### src/rtl/dlx_pkg.sv
// ---------------------------------------------------------------------------
// dlx_pkg
// Shared definitions for the DLX multicycle sequencer.
//   stage_e    : encoded phase of the sequencer, also exported as a debug code
//   NUM_STAGES : number of active phases per instruction (IF..WB)
// ---------------------------------------------------------------------------
package dlx_pkg;

   typedef enum logic [2:0] {
      IDLE  = 3'd0,
      S_IF  = 3'd1,
      S_ID  = 3'd2,
      S_EX  = 3'd3,
      S_MEM = 3'd4,
      S_WB  = 3'd5
   } stage_e;

   localparam int NUM_STAGES = 5;

endpackage

### src/rtl/dlx_wrap_counter.sv
// ---------------------------------------------------------------------------
// dlx_wrap_counter
// Free-running event counter that wraps modulo 2^W.
//   clk     : system clock
//   reset_n : synchronous active-low clear
//   inc     : count one event on this rising edge
//   count   : current event count
// ---------------------------------------------------------------------------
module dlx_wrap_counter #(
   parameter int W = 32
) (
   input  logic         clk,
   input  logic         reset_n,
   input  logic         inc,
   output logic [W-1:0] count
);

   // Clear on reset, otherwise add one per event. Overflow simply wraps,
   // there is deliberately no saturation or overflow flag.
   always_ff @(posedge clk) begin
      if (!reset_n) begin
         count <= '0;
      end else if (inc) begin
         count <= count + W'(1);
      end
   end

endmodule

### src/rtl/dlx_ctrl.sv
// ---------------------------------------------------------------------------
// dlx_ctrl
// Multicycle sequencer for the DLX datapath. Walks each instruction through
// IF, ID, EX, MEM and WB, one phase per clock, and starts the next one.
//   clk            : system clock
//   reset_n        : synchronous active-low reset
//   IF/ID/EX/MEM/WB: one-hot phase enables into the datapath
//   stage          : encoded current phase (dlx_pkg::stage_e)
//   instr_count    : number of completed WB phases since reset
// ---------------------------------------------------------------------------
module dlx_ctrl
   import dlx_pkg::*;
#(
   parameter int CNT_W = 32
) (
   input  logic             clk,
   input  logic             reset_n,
   output logic             IF,
   output logic             ID,
   output logic             EX,
   output logic             MEM,
   output logic             WB,
   output logic [2:0]       stage,
   output logic [CNT_W-1:0] instr_count
);

   stage_e state;
   stage_e state_nxt;
   logic   retire;

   // State register. Reset has priority over every transition, so an
   // instruction caught mid-flight is dropped and never retired.
   always_ff @(posedge clk) begin
      if (!reset_n) begin
         state <= IDLE;
      end else begin
         state <= state_nxt;
      end
   end

   // Next-state and strobe decode. Strobes depend only on the state
   // register, so reset_n never reaches an output combinationally.
   // Unused encodings fall into the default arm: strobes stay low and the
   // machine drops back to IDLE on the next edge.
   always_comb begin
      state_nxt = IDLE;
      IF        = 1'b0;
      ID        = 1'b0;
      EX        = 1'b0;
      MEM       = 1'b0;
      WB        = 1'b0;
      retire    = 1'b0;
      case (state)
         IDLE:  state_nxt = S_IF;
         S_IF:  begin
            IF        = 1'b1;
            state_nxt = S_ID;
         end
         S_ID:  begin
            ID        = 1'b1;
            state_nxt = S_EX;
         end
         S_EX:  begin
            EX        = 1'b1;
            state_nxt = S_MEM;
         end
         S_MEM: begin
            MEM       = 1'b1;
            state_nxt = S_WB;
         end
         S_WB:  begin
            WB        = 1'b1;
            retire    = 1'b1;
            state_nxt = S_IF;
         end
         default: state_nxt = IDLE;
      endcase
   end

   assign stage = state;

   // Retired-instruction counter: bumps on the edge that leaves WB.
   dlx_wrap_counter #(
      .W(CNT_W)
   ) u_count (
      .clk    (clk),
      .reset_n(reset_n),
      .inc    (retire),
      .count  (instr_count)
   );

endmodule

### config.mk
export PLATFORM = sky130hd
export DESIGN_NAME = dlx_ctrl
export DESIGN_NICKNAME = d
export VERILOG_FILES = /design/src/rtl/dlx_pkg.sv /design/src/rtl/dlx_wrap_counter.sv /design/src/rtl/dlx_ctrl.sv
export SDC_FILE = /design/constraint.sdc
export NUM_CORES = 1
export LEC_CHECK = 0
export CORE_AREA = 10 10 73 75
export CTS_CLUSTER_DIAMETER = 50
export CTS_CLUSTER_SIZE = 12
export DETAILED_ROUTE_END_ITERATION = 16
export DIE_AREA = 0 0 83 85
export DONT_BUFFER_PORTS = 1
export GPL_TIMING_DRIVEN = 1
export HOLD_SLACK_MARGIN = 0.03
export PLACE_DENSITY_LB_ADDON = 0.1
export SLEW_MARGIN = 20
export SYNTH_ARGS = -nofsm -noshare
export SYNTH_HDL_FRONTEND = slang
export SYNTH_SLANG_ARGS = --single-unit
### constraint.sdc
create_clock -name clk -period 3.98 [get_ports clk]
set_clock_uncertainty 0.2 [all_clocks]
set_input_delay 0.199 -clock clk [delete_from_list [all_inputs] [get_ports clk]]
set_output_delay 0.199 -clock clk [all_outputs]
set_load 0.05 [all_outputs]
# Word level (Yosys, flattened, before mapping)
# Cells that the tools add are included.
dict set report classes {
  order_cmp 0
  muxes 6
  addsub 1
  n_reduce_logical 2
  n_bitwise 0
  n_mul 0
  shift 0
  n_eq_ne 5
  div_mod_pow 0
}
# op count
set ops {}
lappend ops {{adder 32 x 1 -> 32 bit, second input constant} 1}
lappend ops {{case mux 3 bit (5 select lines)} 1}
lappend ops {{equality test 3 x 2 -> 1 bit, second input constant} 2}
lappend ops {{equality test 3 bit, second input constant} 2}
lappend ops {{2-to-1 mux 1 bit} 5}
lappend ops {{equality test 3 x 1 -> 1 bit, second input constant} 1}
lappend ops {{logical NOT 3 bit} 1}
lappend ops {{OR reduction 2 bit} 1}
dict set report word_totals {
  elab_cells 16
  inputBits 2
  latchBits 0
  ramBits 0
  output_inout_bits 40
  rom_bits 0
  mem_count 0
  reg_bits 35
}

# Longest topological paths before layout
# Gate-level depths: netlist (run 1).
dict set report depth {
  depth_word 3
  mapped_depth 7
}

# Cells and area by module
# From an unflattened synthesis (run 1), not the netlist that was laid out.
dict set report unflattened {
  cells_unflattened 190
  area_unflattened_um2 1709.1
}
# mod cells_each instances area_each_um2
set modules_own_cells {}
lappend modules_own_cells {dlx_wrap_counter 176 1 1562.7}
lappend modules_own_cells {dlx_ctrl 14 1 146.4}

# Worst setup path after synthesis (run 1)
# OpenSTA, ideal clock, no wires.
dict set report synth_timing {
  kind {reg2reg}
  start {register state[2] (netlist: stage[2])}
  end {register state[2] (netlist: stage[2])}
  path_stages_with_launch 3
  setup_time_ps 63
  t_arrival_ps 2269
  setup_slack_ps 1448
  synth_period_minus_slack_ps 2532
  cell_sequence {dfxtp_1 nor3b_1 o21a_1}
}
dict set report synth_between {
  elab_chain_cells 3
}
# element line
set synth_rtl {}
lappend synth_rtl {{start, declared} dlx_ctrl.sv:27} ;# stage_e state;
lappend synth_rtl {{start signal, assigned} dlx_ctrl.sv:37} ;# state <= state_nxt;
lappend synth_rtl {{equality test 3 bit / logical NOT 3 bit (equally long branches)} dlx_ctrl.sv:53} ;# case (state)
lappend synth_rtl {{OR reduction 2 bit (no line)} -}
lappend synth_rtl {{case mux 3 bit (5 select lines) *} dlx_ctrl.sv:53}
# Mark *: on every way between the ends. The rest lies on a longest branch, timed or not.
# A chain may end at the register's enable or synchronous reset.

# Worst setup path in the final report (run 1)
dict set report layout_timing {
  start {register u_count.count[8]}
  end {register u_count.count[30]}
}
dict set report layout_between {
  elab_chain_cells 1
}
# element line
set layout_rtl {}
lappend layout_rtl {{start, declared} dlx_wrap_counter.sv:15} ;# output logic [W-1:0] count
lappend layout_rtl {{start signal, assigned} dlx_wrap_counter.sv:24} ;# count <= count + W'(1);
lappend layout_rtl {{adder 32 x 1 -> 32 bit} dlx_wrap_counter.sv:24}
# No other way between the ends.

==> metrics.txt, run 1 <==
initial cell density of the core=0.458; io pins=42; worst ir drop on vdd=0.000194 V; Final Hold Fails=0; switching fraction of total power=0.250; DRT iter0 DRCs=64; post-synth top area share=0.391; initial antenna violation count=0; Net Count, Synth=183; Post-Syn Area per Cell=9.97 um2; WHS Path Cells=2; shortest period the worst path allows=2.77 ns; post-synthesis compound-gate area fraction=0.0230; Post-Synth XOR/XNOR Area=0.142; clock buffer depth=2; Rel. slew slack=0.332; Antenna Cells=0; gr busiest metal=met2; DRC violations left=0; Area Growth Syn to Fin=8.16%; crit path launch type=register; CP endpoint kind=register; critical path type=reg2reg; total track usage=0.107; Final TNS setup=0 ns; dpl hpwl=2.78 mm; largest net degree at the start of global routing=37; status=finished, final reports clean; area share of fa/ha/maj cells after synthesis=0.00697; clk_lat worst skew=0.28 ns; filler instances=385; fraction of the mapped netlist area in simple logic gates=0.397; FP Rows=23; Switching Power=161 uW; port bufs=0; Worst EP arrival=2.74 ns; clk sinks=35; CP Data Required Time=3.96 ns; CTS tree=yes; GR Layer Usage met1=0.110; async set or reset register ratio after synthesis=0; nets=188; Max FO, Critical Path=16; mux contribution to synthesized area=0.0112; synthesized area=1790 um2; setup violators final=0; GR Util met2=0.184; FF+latch count, synth=35; cell taking the most area after synthesis=dfxtp_1; yosys warns=0; worst-margin pin slew=0.999 ns; clock power share=0.377; total routed wirelength=3.76 mm; met3 Usage GRT=0.0554; Logic pwr share=0.047; Final Cycle Share=0.695; pre-CTS setup slack=1.20 ns; gp weighted congestion=0.752; vias per cell=5.40; setup slack after layout=1.21 ns; main flop type after synthesis=dfxtp_1; combinational family with the most area after synthesis=simple AND/OR/NAND/NOR gates; Area contributors post-synth=dfxtp_1, and2_1, xor2_1, xnor2_1, nor3_2; post-synth cell types=36; number of flops mapped to enable cells by yosys=0; vias in the first global route=1235; Worst Reg-to-Reg Cells=5; Slowest cell on crit path=dfxtp_1; Die X=83 um; fraction of layout cells with a size suffix above 1=0.172; Fmax=362 MHz; Hold Path Class=reg2reg; Seq/Total Area, Yosys=0.391; total grt overflow=0; DR pass1 iterations=4; first-pass GRT wire length=6.29 mm; crit-path cells=nand4_2 > or3_1 > nor4_4 > a31oi_1 > o21a_1; Routed Antenna Nets=0; CORE AREA=3910 um2; Worst path max stage delay=0.74 ns; Max-cap violations=0; Leak=0.000797 uW; vias=1274; die area=7060 um2; RSZ-0062 raised after global routing=false; Pwr Density=333 nW/um2; Num CTS Buffers=5; htree depth=2; DIE HEIGHT=85 um; post-CTS sizing=0; CTS root buffer=clkbuf_8; Int Pwr=485 uW; max-slew violations=0; synthesized instance count=180; clock slew at reported path FFs=0.07 ns; wire per inst=15.9 um; Seq pwr share=0.576
cell usage after synthesis (all sizes together) (2+ instances only):
master  count
nor3b       5
xnor2      14
a21boi      2
dfxtp      35
nand3      11
or3         2
clkbuf      3
inv         4
and2       30
nor3        9
xor2       15
nand2      13
nand4      10
o21a        2
and4        5
nor4        6
mux2i       2
buf         2
and3        3
placed cells by master, fill, tap and decap left out, types with 2 or more instances in the layout:
cell type,count
clkbuf_8,5
nor3_1,2
nor3_2,7
nor4_2,4
xnor2_1,14
nand2_1,13
nor3b_2,4
and2_1,30
nand4_1,7
and4_1,4
inv_1,3
nand3_1,11
and3_1,2
mux2i_1,2
or3_1,2
xor2_1,15
clkbuf_1,2
o21a_1,2
dfxtp_1,35
nor4_4,2
nand4_4,2
buf_4,2
routing by layer:
layer / part of all wire / vias to the layer above
li1: - / 629
met1: 0.40 / 608
met2: 0.50 / 32
met3: 0.094 / 5
met4: 0.011 / 0
met5: 0 / -
flip-flops by register name, indices dropped and copies added, names as in the netlist:
signal and flops:
stage 3, u_count.count 32
power by group through the flow:
stage                     Clock (uW)  Sequential [uW]  Combinational [uW]
after global routing             276              373                32.8
final                            243              372                30.7
after floorplan                    0              377                25.8
after CTS                        257              372                31.4
after detailed placement           0              380                26.1
after global placement             0              380                25.4
cell families (layout without fill, tap and decap cells):
family	after synthesis	after routing
simple gates	98	98
xor+xnor	29	29
mux	2	2
compound gates	6	6
buf+inv	9	15
fa+ha+maj	1	1
flops	35	35
timing repair:
item                      4_1_cts  5_1_grt
hold buffers                    1        0
buffers inserted                0        0
hold endpoints to repair       35        0
final cells by class:
class                      instances  area (um2)  share of cell area
clock inverter                     1        5.00             0.00258
inverter                           4        15.0             0.00774
timing repair buffer               3        25.0              0.0129
sequential                        35         701               0.361
multi-input combinational        136        1060               0.544
clock buffer                       7        76.3              0.0393
tap                               50        62.6              0.0322
through the flow:
stage               hold slack [ns]  power (uW)   util  cells  area [um2]
floorplan                     0.121         403      -    180        1790
global placement              0.123         405  0.473    227        1850
detailed placement            0.125         406  0.473    227        1850
CTS                           0.555         660  0.496    236        1940
global route                  0.587         682  0.496    236        1940
finish                        0.539         646  0.496    236        1940
critical path: cells and delay by family (launching register included):
| kind | cells | cell delay [ns] |
|---|---|---|
| flip-flops | 1 | 0.74 |
| AO/OA/AOI/OAI | 2 | 0.33 |
| AND/OR/NAND/NOR | 3 | 1.39 |
final timing paths:
| kind | startpoint | to | slack [ns] |
|---|---|---|---|
| worst max-delay path | u_count.count[8] | u_count.count[30] | 1.21 |
| worst min-delay path | u_count.count[31] | u_count.count[31] | 0.54 |
| worst max register to register | u_count.count[8] | u_count.count[30] | 1.21 |
| worst min register to register | u_count.count[31] | u_count.count[31] | 0.54 |
No activity file was read; power rests on OpenSTA's default activity.
==> run 2, diff against run 1 <==
- clock period: 3.98 -> 2.4 ns (I/O delays scaled with it)
==> metrics.txt, run 2 (same netlist as run 1, synthesis figures left out) <==
die area=7060 um2; first-pass GRT wire length=6.93 mm; most frequent cells in the layout=buf_4, dfxtp_1, and2_1; area post-placement=2120 um2; Final Hold Fails=0; setup violators final=0; Rel. slew slack=0.586; total grt overflow=0; DRT iter0 DRCs=59; port bufs=0; CP Data Required Time=2.39 ns; Fmax=486 MHz; gp weighted congestion=0.766; Worst EP arrival=2.05 ns; fin util=0.565; vias=1400; Largest register FFs=32; register-to-register setup slack=0.34 ns; Antenna Cells=0; largest net degree at the start of global routing=37; crit-path cells=nand3b_2 > inv_4 > nand4_4 > nor4_4 > a31oi_1 > o21a_1; CP endpoint kind=register; initial cell density of the core=0.458; Hold Path Class=in2reg; worst ir drop on vdd=0.000349 V; vias per cell=5.19; Routed Antenna Nets=0; Pwr Density=506 nW/um2; total routed wirelength=4.10 mm; clk sinks=35; CTS root buffer=clkbuf_8; io pins=42; CORE AREA=3910 um2; status=finished, final reports clean; Final Cell Area=2210 um2; Slowest cell on crit path=nor4_4; FP Rows=23; total track usage=0.117; Hold Crit Start=reset_n; wire per inst=15.2 um; clk_lat worst skew=0.29 ns; DRC violations left=0; Worst Reg-to-Reg Cells=6; RSZ-0062 raised after global routing=false; Final TNS setup=0 ns; vias in the first global route=1435; hold endpoint=stage[2]; hold slack final=0.107 ns; shortest period the worst path allows=2.06 ns; post-CTS sizing=0; dpl hpwl=3.04 mm; max-slew violations=0; Max-cap violations=0; R2R Path End=u_count.count[30]; Area Growth Syn to Fin=23.2%; critical path type=reg2reg; fraction of layout cells with a size suffix above 1=0.323; clock buffer depth=2; crit path launch type=register; DIE HEIGHT=85 um; Die X=83 um; Final Cycle Share=0.857; Max FO, Critical Path=9; clock slew at reported path FFs=0.07 ns; Leak=0.000990 uW; worst-margin pin slew=0.617 ns; initial antenna violation count=0; CTS tree=yes; Num CTS Buffers=5; nets=223; WHS Path Cells=2; Worst path max stage delay=0.37 ns; most common cell after layout, fill and taps aside=buf_4; DR pass1 iterations=4; RR Startpoint=stage[1]; largest reg by FF count=u_count.count; htree depth=2
## run 2: cell count changes in the layout (fill, tap and decap cells not counted), sizes merged
cell,before,now
buf,2,38
clkbuf,7,6
dlygate4sd3,1,0
## run 2: worst max path at each step
| stage | slack [ns] | depth (start not counted) | endpoint | startpoint |
|---|---|---|---|---|
| finish | 0.34 | 6 | u_count.count[30] | stage[1] |
| floorplan | 0.06 | 6 | u_count.count[30] | u_count.count[8] |
| CTS | 0.30 | 6 | u_count.count[10] | u_count.count[1] |
| global route | 0.11 | 6 | u_count.count[10] | u_count.count[1] |
| detailed placement | 0.32 | 6 | u_count.count[30] | u_count.count[10] |
| global placement | 0.39 | 6 | u_count.count[30] | stage[1] |
## run 2: repair_timing
item / CTS / global route
hold buffers: 1 / 0
buffers inserted: 0 / 0
endpoints found under the hold margin: 35 / 0
## run 2: worst max-delay path, delay by kind of cell (launching register included)
family / cells / cell delay, ns
flops: 1 / 0.31
compound gates: 2 / 0.32
simple gates: 3 / 0.88
buf+inv: 1 / 0.26
## run 2: cell type report
cell class              instances  area [um2]
inverters                       4        17.5
clock inverters                 1        5.00
well taps                      50        62.6
flip-flops and latches         35         703
fillers                       386        1700
repair buffers                 38         283
clock buffers                   6        82.6
multi-input cells             136        1060
## run 2: through the flow
step	setup WS, ns	total power (uW)	cells
after floorplan	0.0609	670	180
after global placement	0.394	687	262
after detailed placement	0.318	689	262
after CTS	0.299	1130	270
after global routing	0.105	1160	270
final	0.344	1120	270
## run 2: report_power, final
| part | internal [uW] | switching [uW] | leakage (uW) |
|---|---|---|---|
| Combinational | 26.1 | 67.4 | 0.000660 |
| Sequential | 586 | 2.75 | 0.000283 |
| Clock | 225 | 210 | 0.0000470 |
| Total | 837 | 280 | 0.000990 |
## run 2: layer usage
metal,GRT usage,vias to the layer above,share of wire
li1,-,700,-
met1,0.119,665,0.40
met2,0.206,30,0.51
met3,0.0478,5,0.079
met4,0.0511,0,0.010
met5,0,-,0
==> run 3, diff against run 2 <==
- ABC_AREA: default -> 1
- CORE_AREA: 10 10 73 75 -> 10 10 74 76
- DIE_AREA: 0 0 83 85 -> 0 0 84 86
==> metrics.txt, run 3 <==
Routed Antenna Nets=0; CTS tree=yes; main flop type after synthesis=dfxtp_1; Num CTS Buffers=5; Commonest cells post-synth=nand2_1, nor2_1, dfxtp_1; switching fraction of total power=0.236; FP Rows=23; vias per cell=4.93; Worst path max stage delay=0.85 ns; Die X=84 um; Crit path depth=4; Area Growth Syn to Fin=25.1%; first-pass GRT wire length=8.66 mm; htree depth=2; status=finished, final reports clean; async set or reset register ratio after synthesis=0; Net Count, Synth=304; Pwr Density=522 nW/um2; port bufs=0; post-synth cell types=25; area post-placement=2240 um2; yosys warns=0; dpl hpwl=4.01 mm; vias in the first global route=1768; setup violators final=0; wire per inst=13.1 um; most frequent cell after synthesis=nand2_1; largest reg by FF count=u_count.count; initial cell density of the core=0.476; Final Hold Fails=0; combinational family with the most area after synthesis=simple AND/OR/NAND/NOR gates; Fmax=526 MHz; Seq/Total Area, Yosys=0.370; total grt overflow=0; clock buffer depth=2; critical path type=in2reg; fraction of the mapped netlist area in simple logic gates=0.451; Logic pwr share=0.070; total routed wirelength=5.17 mm; worst-margin pin slew=1.04 ns; Max FO, Critical Path=27; Switching Power=291 uW; most frequent cells in the layout=nand2_1, nor2_1, buf_4; die area=7220 um2; DR pass1 iterations=4; DRC violations left=0; Worst Reg-to-Reg Cells=9; mux contribution to synthesized area=0; RSZ-0062 raised after global routing=false; post-synthesis compound-gate area fraction=0.0780; clock slew at reported path FFs=0.07 ns; CTS root buffer=clkbuf_8; Largest register FFs=32; WHS Path Cells=1; Int Pwr=943 uW; DIE HEIGHT=86 um; Worst EP arrival=1.94 ns; Rel. slew slack=0.308; initial antenna violation count=0; post-synth top area share=0.370; Antenna Cells=0; Slowest cell on crit path=dlymetal6s4s_1; Leak=0.00100 uW; vias=1942; shortest period the worst path allows=1.90 ns; gp weighted congestion=0.861; total track usage=0.144; Total Power=1230 uW; Hold Path Class=reg2reg; crit-path cells=dlymetal6s4s_1 > clkinv_1 > a21oi_1 > o21a_1; worst ir drop on vdd=0.000495 V; largest net degree at the start of global routing=28; Post-Synth XOR/XNOR Area=0.0139; io pins=42; Final Cell Area=2370 um2; DRT iter0 DRCs=107; CORE AREA=3970 um2; synthesized area=1890 um2; number of flops mapped to enable cells by yosys=0; CP Data Required Time=2.44 ns; area share of fa/ha/maj cells after synthesis=0.00661; max-slew violations=0; Max-cap violations=0; CP Buf/Inv Count=2; clock power share=0.454; fraction of layout cells with a size suffix above 1=0.189; Seq pwr share=0.476; FF+latch count, synth=35; setup bufs post-CTS=0; synthesized instance count=301; Final Cycle Share=0.792; clk sinks=35; Area contributors post-synth=dfxtp_1, nand2_1, nor2_1, nand3_1, inv_1; clk_lat worst skew=0.29 ns; CP endpoint kind=register; most common cell after layout, fill and taps aside=nand2_1; Post-Syn Area per Cell=6.29 um2; crit path launch type=input pin; CP delay by family, top=buffers and inverters; cell taking the most area after synthesis=dfxtp_1; nets=346
[run 3: path summary, 6_finish.rpt]
| check | from | to | slack [ns] |
|---|---|---|---|
| min | u_count.count[2] | u_count.count[2] | 0.30 |
| max | reset_n | u_count.count[3] | 0.50 |
| min reg2reg | u_count.count[2] | u_count.count[2] | 0.30 |
| max reg2reg | stage[0] | u_count.count[29] | 0.64 |
[run 3: worst reg2reg max path: stages (launching register included)]
cell and delay [ns]:
dfxtp_1 0.37, buf_4 0.24, inv_1 0.13, nor2_1 0.11, nand3_1 0.11, nor2_2 0.20, nand3_1 0.12, nand2_1 0.08
nand2_1 0.04, nor2_1 0.11
[run 3: what timing repair did]
| item | CTS | global route |
|---|---|---|
| resized for setup | 0 | 1 |
| hold buffers | 1 | 0 |
| setup endpoints to repair | 0 | 2 |
| hold endpoints to repair | 35 | 0 |
[run 3: metrics by stage]
step                      utilization  hold WS (ns)  TNS [ns]  cells  setup WS (ns)
final                           0.596         0.304         0    394          0.500
after global routing            0.596         0.321         0    394          0.272
after CTS                       0.595         0.301         0    394         0.0813
after detailed placement        0.563        0.0493         0    385          0.680
after global placement          0.563        0.0432         0    385          0.700
after floorplan                     -         0.231    -0.163    301        -0.0914
[run 3: final cells by class]
| class | count | area [um2] |
|---|---|---|
| Clock inverter | 2 | 35.0 |
| Sequential cell | 35 | 701 |
| Timing Repair Buffer | 39 | 298 |
| Fill cell | 379 | 1610 |
| Tap cell | 50 | 62.6 |
| Multi-Input combinational cell | 227 | 1050 |
| Clock buffer | 6 | 82.6 |
| Inverter | 35 | 133 |
[run 3: logic make-up (layout without fill, tap and decap cells)]
logic type      count (synthesis)  after routing
buf+inv                        39             82
fa+ha+maj                       1              1
simple gates                  195            195
compound gates                 28             28
xor+xnor                        3              3
flops                          35             35
[run 3: power groups by stage]
stage	logic, uW	registers (uW)	clock network [uW]
6_report	86.1	588	560
5_1_grt	93.2	588	584
4_1_cts	86.9	588	569
3_5_place_dp	77.9	601	0
3_3_place_gp	77.5	601	0
2_1_floorplan	46.3	617	0
[run 3: metal layers]
layer  wire length [um]  up-vias  GRT usage
met3                440        4     0.0624
met4                 41        0     0.0365
met2               2200       45      0.223
li1                   -     1029          -
met5                  0        -          0
met1               2490      864      0.177
